File: src/rtl/div_unit_if.sv
// ============================================================================
// Module   : div_unit_if
// Purpose  : Request and writeback handshake bundle for the divide unit.
// Revision : 1.0 - initial release
// ============================================================================
`default_nettype none

interface div_unit_if;
    logic        req_valid;
    logic        req_ready;
    logic [1:0]  req_op;
    logic [3:0]  req_rd;
    logic [31:0] req_a;
    logic [31:0] req_b;
    logic        wb_valid;
    logic        wb_ready;
    logic [3:0]  wb_rd;
    logic [31:0] wb_data;

    modport master (
        output req_valid, req_op, req_rd, req_a, req_b, wb_ready,
        input  req_ready, wb_valid, wb_rd, wb_data
    );

    modport slave (
        input  req_valid, req_op, req_rd, req_a, req_b, wb_ready,
        output req_ready, wb_valid, wb_rd, wb_data
    );
endinterface

`default_nettype wire

File: src/rtl/div_unit.sv
// ============================================================================
// Module   : div_unit
// Purpose  : Iterative RV32E DIV/DIVU/REM/REMU unit, restoring division on
//            magnitudes with RADIX_BITS quotient bits resolved per cycle.
// Revision : 1.0 - initial release
// ============================================================================
`default_nettype none

module div_unit #(
    parameter int RADIX_BITS = 1
) (
    input  logic       clk,
    input  logic       rst,
    input  logic       flush,
    output logic       busy,
    div_unit_if.slave  bus
);

    localparam int         c_STEPS = 32 / RADIX_BITS;
    localparam logic [4:0] c_LAST  = 5'(c_STEPS - 1);

    typedef enum logic [1:0] {
        S_IDLE = 2'd0,
        S_CALC = 2'd1,
        S_DONE = 2'd2
    } state_t;

    state_t      r_state;
    state_t      w_next;

    logic        r_is_rem;
    logic        r_neg_q;
    logic        r_neg_r;
    logic [3:0]  r_rd;
    logic [31:0] r_q;
    logic [31:0] r_rem;
    logic [31:0] r_div;
    logic [4:0]  r_cnt;
    logic [3:0]  r_wb_rd;
    logic [31:0] r_wb_data;

    logic        w_accept;
    logic        w_signed;
    logic        w_div0;
    logic        w_ovf;
    logic        w_special;
    logic [31:0] w_special_res;
    logic [31:0] w_a_mag;
    logic [31:0] w_b_mag;
    logic [31:0] w_q_nxt;
    logic [31:0] w_rem_nxt;
    logic [32:0] w_trial;
    logic        w_last;
    logic [31:0] w_quot;
    logic [31:0] w_remf;
    logic [31:0] w_result;

    // Request decode; flush always wins over a same-cycle accept.
    assign w_accept  = bus.req_valid && (r_state == S_IDLE) && !flush;
    assign w_signed  = !bus.req_op[0];
    assign w_div0    = (bus.req_b == 32'd0);
    assign w_ovf     = w_signed && (bus.req_a == 32'h8000_0000) && (bus.req_b == 32'hFFFF_FFFF);
    assign w_special = w_div0 || w_ovf;
    assign w_special_res = w_div0 ? (bus.req_op[1] ? bus.req_a : 32'hFFFF_FFFF)
                                  : (bus.req_op[1] ? 32'd0     : 32'h8000_0000);
    assign w_a_mag   = (w_signed && bus.req_a[31]) ? (32'd0 - bus.req_a) : bus.req_a;
    assign w_b_mag   = (w_signed && bus.req_b[31]) ? (32'd0 - bus.req_b) : bus.req_b;

    // RADIX_BITS restoring steps; dividend bits shift out of r_q MSB-first
    // while quotient bits shift in at the LSB.
    always_comb begin
        w_q_nxt   = r_q;
        w_rem_nxt = r_rem;
        w_trial   = 33'd0;
        for (int i = 0; i < RADIX_BITS; i++) begin
            w_trial = {w_rem_nxt, w_q_nxt[31]};
            w_q_nxt = {w_q_nxt[30:0], 1'b0};
            if (w_trial >= {1'b0, r_div}) begin
                w_trial    = w_trial - {1'b0, r_div};
                w_q_nxt[0] = 1'b1;
            end
            w_rem_nxt = w_trial[31:0];
        end
    end

    assign w_last   = (r_cnt == c_LAST);
    assign w_quot   = r_neg_q ? (32'd0 - w_q_nxt)   : w_q_nxt;
    assign w_remf   = r_neg_r ? (32'd0 - w_rem_nxt) : w_rem_nxt;
    assign w_result = r_is_rem ? w_remf : w_quot;

    always_comb begin
        w_next = r_state;
        case (r_state)
            S_IDLE: if (w_accept) w_next = w_special ? S_DONE : S_CALC;
            S_CALC: if (w_last) w_next = S_DONE;
            S_DONE: if (bus.wb_ready) w_next = S_IDLE;
            default: w_next = S_IDLE;
        endcase
        if (flush) w_next = S_IDLE;
    end

    always_ff @(posedge clk) begin
        if (rst) begin
            r_state   <= S_IDLE;
            r_is_rem  <= 1'b0;
            r_neg_q   <= 1'b0;
            r_neg_r   <= 1'b0;
            r_rd      <= 4'd0;
            r_q       <= 32'd0;
            r_rem     <= 32'd0;
            r_div     <= 32'd0;
            r_cnt     <= 5'd0;
            r_wb_rd   <= 4'd0;
            r_wb_data <= 32'd0;
        end else begin
            r_state <= w_next;
            if (w_accept) begin
                r_is_rem <= bus.req_op[1];
                r_neg_q  <= w_signed && (bus.req_a[31] ^ bus.req_b[31]);
                r_neg_r  <= w_signed && bus.req_a[31];
                r_rd     <= bus.req_rd;
                r_q      <= w_a_mag;
                r_rem    <= 32'd0;
                r_div    <= w_b_mag;
                r_cnt    <= 5'd0;
                if (w_special) begin
                    r_wb_rd   <= bus.req_rd;
                    r_wb_data <= w_special_res;
                end
            end
            if (r_state == S_CALC && !flush) begin
                r_q   <= w_q_nxt;
                r_rem <= w_rem_nxt;
                r_cnt <= r_cnt + 5'd1;
                if (w_last) begin
                    r_wb_rd   <= r_rd;
                    r_wb_data <= w_result;
                end
            end
        end
    end

    assign busy          = (r_state != S_IDLE);
    assign bus.req_ready = (r_state == S_IDLE);
    assign bus.wb_valid  = (r_state == S_DONE);
    assign bus.wb_rd     = r_wb_rd;
    assign bus.wb_data   = r_wb_data;

endmodule

`default_nettype wire

File: src/flat_wrapper.sv
// flat-port wrapper written by rule: the top's interface ports become plain ports
module div_unit_flat 
#(
    parameter int RADIX_BITS = 1
)
  (clk, rst, flush, busy, bus_req_valid, bus_req_op, bus_req_rd, bus_req_a, bus_req_b, bus_wb_ready, bus_req_ready, bus_wb_valid, bus_wb_rd, bus_wb_data);
  div_unit_if bus_i ();
  input  logic clk;
  input  logic rst;
  input  logic flush;
  output logic busy;
  input wire logic [$bits(bus_i.req_valid)-1:0] bus_req_valid;
  input wire logic [$bits(bus_i.req_op)-1:0] bus_req_op;
  input wire logic [$bits(bus_i.req_rd)-1:0] bus_req_rd;
  input wire logic [$bits(bus_i.req_a)-1:0] bus_req_a;
  input wire logic [$bits(bus_i.req_b)-1:0] bus_req_b;
  input wire logic [$bits(bus_i.wb_ready)-1:0] bus_wb_ready;
  output wire logic [$bits(bus_i.req_ready)-1:0] bus_req_ready;
  output wire logic [$bits(bus_i.wb_valid)-1:0] bus_wb_valid;
  output wire logic [$bits(bus_i.wb_rd)-1:0] bus_wb_rd;
  output wire logic [$bits(bus_i.wb_data)-1:0] bus_wb_data;
  assign bus_i.req_valid = bus_req_valid;
  assign bus_i.req_op = bus_req_op;
  assign bus_i.req_rd = bus_req_rd;
  assign bus_i.req_a = bus_req_a;
  assign bus_i.req_b = bus_req_b;
  assign bus_i.wb_ready = bus_wb_ready;
  assign bus_req_ready = bus_i.req_ready;
  assign bus_wb_valid = bus_i.wb_valid;
  assign bus_wb_rd = bus_i.wb_rd;
  assign bus_wb_data = bus_i.wb_data;
  div_unit #(.RADIX_BITS(RADIX_BITS)) u_core (.clk(clk), .rst(rst), .flush(flush), .busy(busy), .bus(bus_i));
endmodule
File: config.mk
export PLATFORM = sky130hd
export DESIGN_NAME = div_unit_flat
export DESIGN_NICKNAME = d
export VERILOG_FILES = /design/src/rtl/div_unit_if.sv /design/src/rtl/div_unit.sv /design/src/flat_wrapper.sv
export SDC_FILE = /design/constraint.sdc
export NUM_CORES = 1
export LEC_CHECK = 0
export CAP_MARGIN = 0
export CORE_MARGIN = 5
export CORE_UTILIZATION = 39
export CTS_CLUSTER_SIZE = 28
export DETAILED_ROUTE_END_ITERATION = 16
export HOLD_SLACK_MARGIN = 0.08
export SYNTH_ARGS = -nofsm -noshare
export SYNTH_HDL_FRONTEND = slang
export SYNTH_SLANG_ARGS = --single-unit
File: constraint.sdc
create_clock -name clk -period 5.2 [get_ports clk]
set_input_delay 0.52 -clock clk [delete_from_list [all_inputs] [get_ports clk]]
set_output_delay 0.52 -clock clk [all_outputs]
set_load 0.05 [all_outputs]
==> reports/metrics.csv <==
stage,metric,value,unit
placed_design,Port Buf Inserts,113,
timing,Fin Setup TNS,0,ps
timing,RSZ-0062 raised after global routing,no,
global_routing,Global Route Usage Sum,23.4,%
logic_synthesis,"EDFF count, synth",0,
layout,nets@finish,1756,
global_routing,first-pass GRT wire length,62.9,mm
clock_tree,Longest Clk Path Bufs,2,
timing,"Setup violations, final",0,
clock_tree,CTS tree,yes,
clock_tree,"Hold-fix buffers, CTS",0,
worst_setup_path,crit path kind,flip-flop to flip-flop,
layout,fill cell count,3064,
floorplan,Initial Utilization,39.2,%
routing,Remaining DRCs,0,
logic_synthesis,sequential-to-total area share from yosys stat,25.3,%
worst_setup_path,Max stage delay on crit path,490,ps
timing,Max Slew Vio Count,0,
clock_tree,CTS root buf,clkbuf_16,
global_routing,global route overflow,0,
logic_synthesis,post-synth cell types,93,
timing,Final Cycle Share,94.8,%
worst_setup_path,CP Buf/Inv Count,1,
layout,layout cells sized above 1,8.16,%
worst_setup_path,highest-delay cell along the critical path,or4_1,
logic_synthesis,Post-synth ARST share,0,%
placed_design,dpl cells,2011,
logic_synthesis,total of warnings raised by yosys,0,
logic_synthesis,"Avg Cell Area, Syn",7.39,sq um
worst_setup_path,crit start category,flip-flop,
job,MaxCap Viol Count,0,
power,Power Density,232,mW/mm^2
global_routing,initial antenna violation count,0,
logic_synthesis,Mapped Area,0.0116,sq mm
timing,Least-Margin Pin Slew,1150,ps
clock_tree,CTS H-tree lvls,4,
layout,diodes inserted,0,
run_status,status,completed,
floorplan,I/O pin total,114,
floorplan,die width,182,microns
clock_tree,clock latency at the later pin of the worst-skew pair,440,ps
placed_design,DP HPWL,30.0,mm
routing,Initial DRT Pass Iterations,5,
layout,"non-filler cells, final",2044,
worst_setup_path,r2r setup slk,270,ps
floorplan,Core Area,0.0295,sq mm
layout,area grow syn2layout,18.4,%
clock_tree,clk sink count,146,
timing,final-report hold violation count,0,
worst_hold_path,worst min-delay path category,flip-flop to flip-flop,
floorplan,Die H,182,microns
routing,vias,12100,
worst_setup_path,crit-path cells,"ha_1, a21oi_2, o21ai_2, a221oi_2, a211o_1, nand2_4, inv_2, ha_1, or3b_1, or3_1, or2_1, or3_1, or2_1, or4_1, nand2_1, nand2_1, xor2_1, nor2_1, a2111oi_0",
logic_synthesis,Main synth FF type,dfxtp_1,
routing,DRT iter0 DRCs,1040,
power,Peak supply drop,0.229,mV
logic_synthesis,Mapped Cells,1564,
placed_design,GPL Wtd Cong,0.924,
power,leak pwr,5.18,nW
logic_synthesis,#FFs+latches synth,146,
global_routing,largest net degree at the start of global routing,70,
timing,Slew headroom,23.1,%
timing,hold slack final,456,ps
routing,Avg WL per Cell,19.6,microns
layout,final core occ,46.4,%
worst_setup_path,crit path DAT,5240,ps
worst_setup_path,"Max FO, Critical Path",8,
clock_tree,"Reg clk slew, reported paths",70,ps
floorplan,row count,63,
worst_setup_path,data required time of the worst path,5520,ps
routing,Avg Vias per Cell,5.91,
timing,FMAX,0.203,GHz
routing,Final Routed Wirelength,40.0,mm
timing,Setup Skew,12.5,ps
clock_tree,TritonCTS Buffers,17,
worst_setup_path,CP Capture Type,flip-flop,
floorplan,die area,0.0332,sq mm
worst_setup_path,CP top delay family,simple AND/OR/NAND/NOR gates,
timing,fin crit period,4930,ps
logic_synthesis,Syn Nets,1679,
global_routing,vias in the first global route,11300,
routing,Routed Antenna Nets,0,
## area by class of cell
cell class                      count  area (sq um)  area share (%)
Tap cell                          390           488            3.57
Clock buffer                       21           460            3.37
Multi-Input combinational cell   1258          8020            58.6
Inverter                           60           225            1.65
Sequential cell                   146          2920            21.4
Clock inverter                     11           104           0.759
Timing Repair Buffer              158          1470            10.7
## synthesized netlist by cell type (22+ instances only)
master,count,area [sq um]
nor2_1,201,754
nand2_1,165,619
dfxtp_1,146,2920
a21oi_1,140,701
o21ai_0,81,405
clkbuf_1,80,300
xnor2_1,72,631
inv_1,59,221
xor2_1,56,490
a211oi_1,50,375
a22oi_1,45,338
nor3_1,43,215
ha_1,39,488
o31ai_1,23,173
mux2i_1,22,220
## power breakdown
group	internal, W	leakage, nW	total (W)	switching [W]
Clock	0.000685	0.262	0.00122	0.000538
Combinational	0.000293	3.74	0.000768	0.000475
Sequential	0.00115	1.19	0.00119	0.0000365
Total	0.00213	5.18	0.00318	0.00105
## state kept, by name (all words and copies together) (netlist names)
| register | count |
|---|---|
| u_core.r_neg_r | 1 |
| u_core.r_q | 32 |
| u_core.r_div | 32 |
| u_core.r_neg_q | 1 |
| u_core.bus.wb_data | 32 |
| u_core.r_rd | 4 |
| u_core.bus.wb_rd | 4 |
| u_core.r_is_rem | 1 |
| u_core.r_rem | 32 |
| u_core.r_cnt | 5 |
| u_core.r_state | 2 |
## repair_timing
action,CTS,global route
endpoints found under the setup margin,0,2
setup buffers,0,1
gates resized for setup,0,4
## layout by cell type, fill, tap and decap left out, types with 7 or more instances in the layout
| master | count |
|---|---|
| nand2b_1 | 16 |
| a31oi_1 | 12 |
| o211ai_1 | 9 |
| a21oi_1 | 138 |
| o31ai_1 | 23 |
| inv_1 | 59 |
| nor3_1 | 43 |
| o21a_1 | 10 |
| xnor2_1 | 72 |
| or4_1 | 10 |
| xor2_1 | 56 |
| nor2_1 | 199 |
| nand4_1 | 20 |
| a211oi_1 | 50 |
| buf_4 | 46 |
| mux2i_1 | 22 |
| and3_1 | 14 |
| a21o_1 | 12 |
| nand2_1 | 163 |
| nor4_1 | 15 |
| clkbuf_16 | 17 |
| dfxtp_1 | 146 |
| nand3_1 | 19 |
| a221oi_1 | 12 |
| ha_1 | 39 |
| clkdlybuf4s50_1 | 112 |
| o21ai_0 | 81 |
| or3_1 | 17 |
| o41ai_1 | 12 |
| a21oi_2 | 7 |
| a311oi_1 | 15 |
| a22oi_1 | 45 |
## tightest hold or removal path: stages (launching register included)
cell and delay [ps]:
dfxtp_1 310, nand2_1 50, a21oi_1 50
## metrics by stage
step	power (W)	instance area [sq um]	setup slack, ps
after floorplan	0.00170	11600	16.4
after global placement	0.00196	13100	298
after global routing	0.00332	13700	15.4
final	0.00318	13700	271
after CTS	0.00319	13700	123
after detailed placement	0.00197	13100	177
## worst paths after layout
| check | cells past startpoint | endpoint | start |
|---|---|---|---|
| worst max register to register | 19 | u_core.bus.wb_data[26]$_SDFF_PP0_ | u_core.r_rem[11]$_SDFFE_PP0P_ |
| worst max-delay path | 19 | u_core.bus.wb_data[26]$_SDFF_PP0_ | u_core.r_rem[11]$_SDFFE_PP0P_ |
| worst min-delay path | 2 | u_core.r_div[22]$_SDFFE_PP0P_ | u_core.r_div[22]$_SDFFE_PP0P_ |
| worst min register to register | 2 | u_core.r_div[22]$_SDFFE_PP0P_ | u_core.r_div[22]$_SDFFE_PP0P_ |
## kinds of logic after synthesis
group,count (synthesis),synth area share [%]
and+or+nand+nor,566,22.9
adders and majority gates,40,4.39
AOI/OAI and AO/OA,498,29.7
xor gates and xnor gates,128,9.70
DFF,146,25.3
muxes,26,2.32
buffers and inverters,160,5.69
## routing by layer
layer	vias up	part of all wire (%)	GRT usage, %
met3	57	5.9	3.07
met5	-	0	0
met2	456	45	36.7
li1	5834	-	-
met1	5738	47	33.4
met4	0	2.2	6.99
Note: power is estimated with default switching activity, not from simulation.
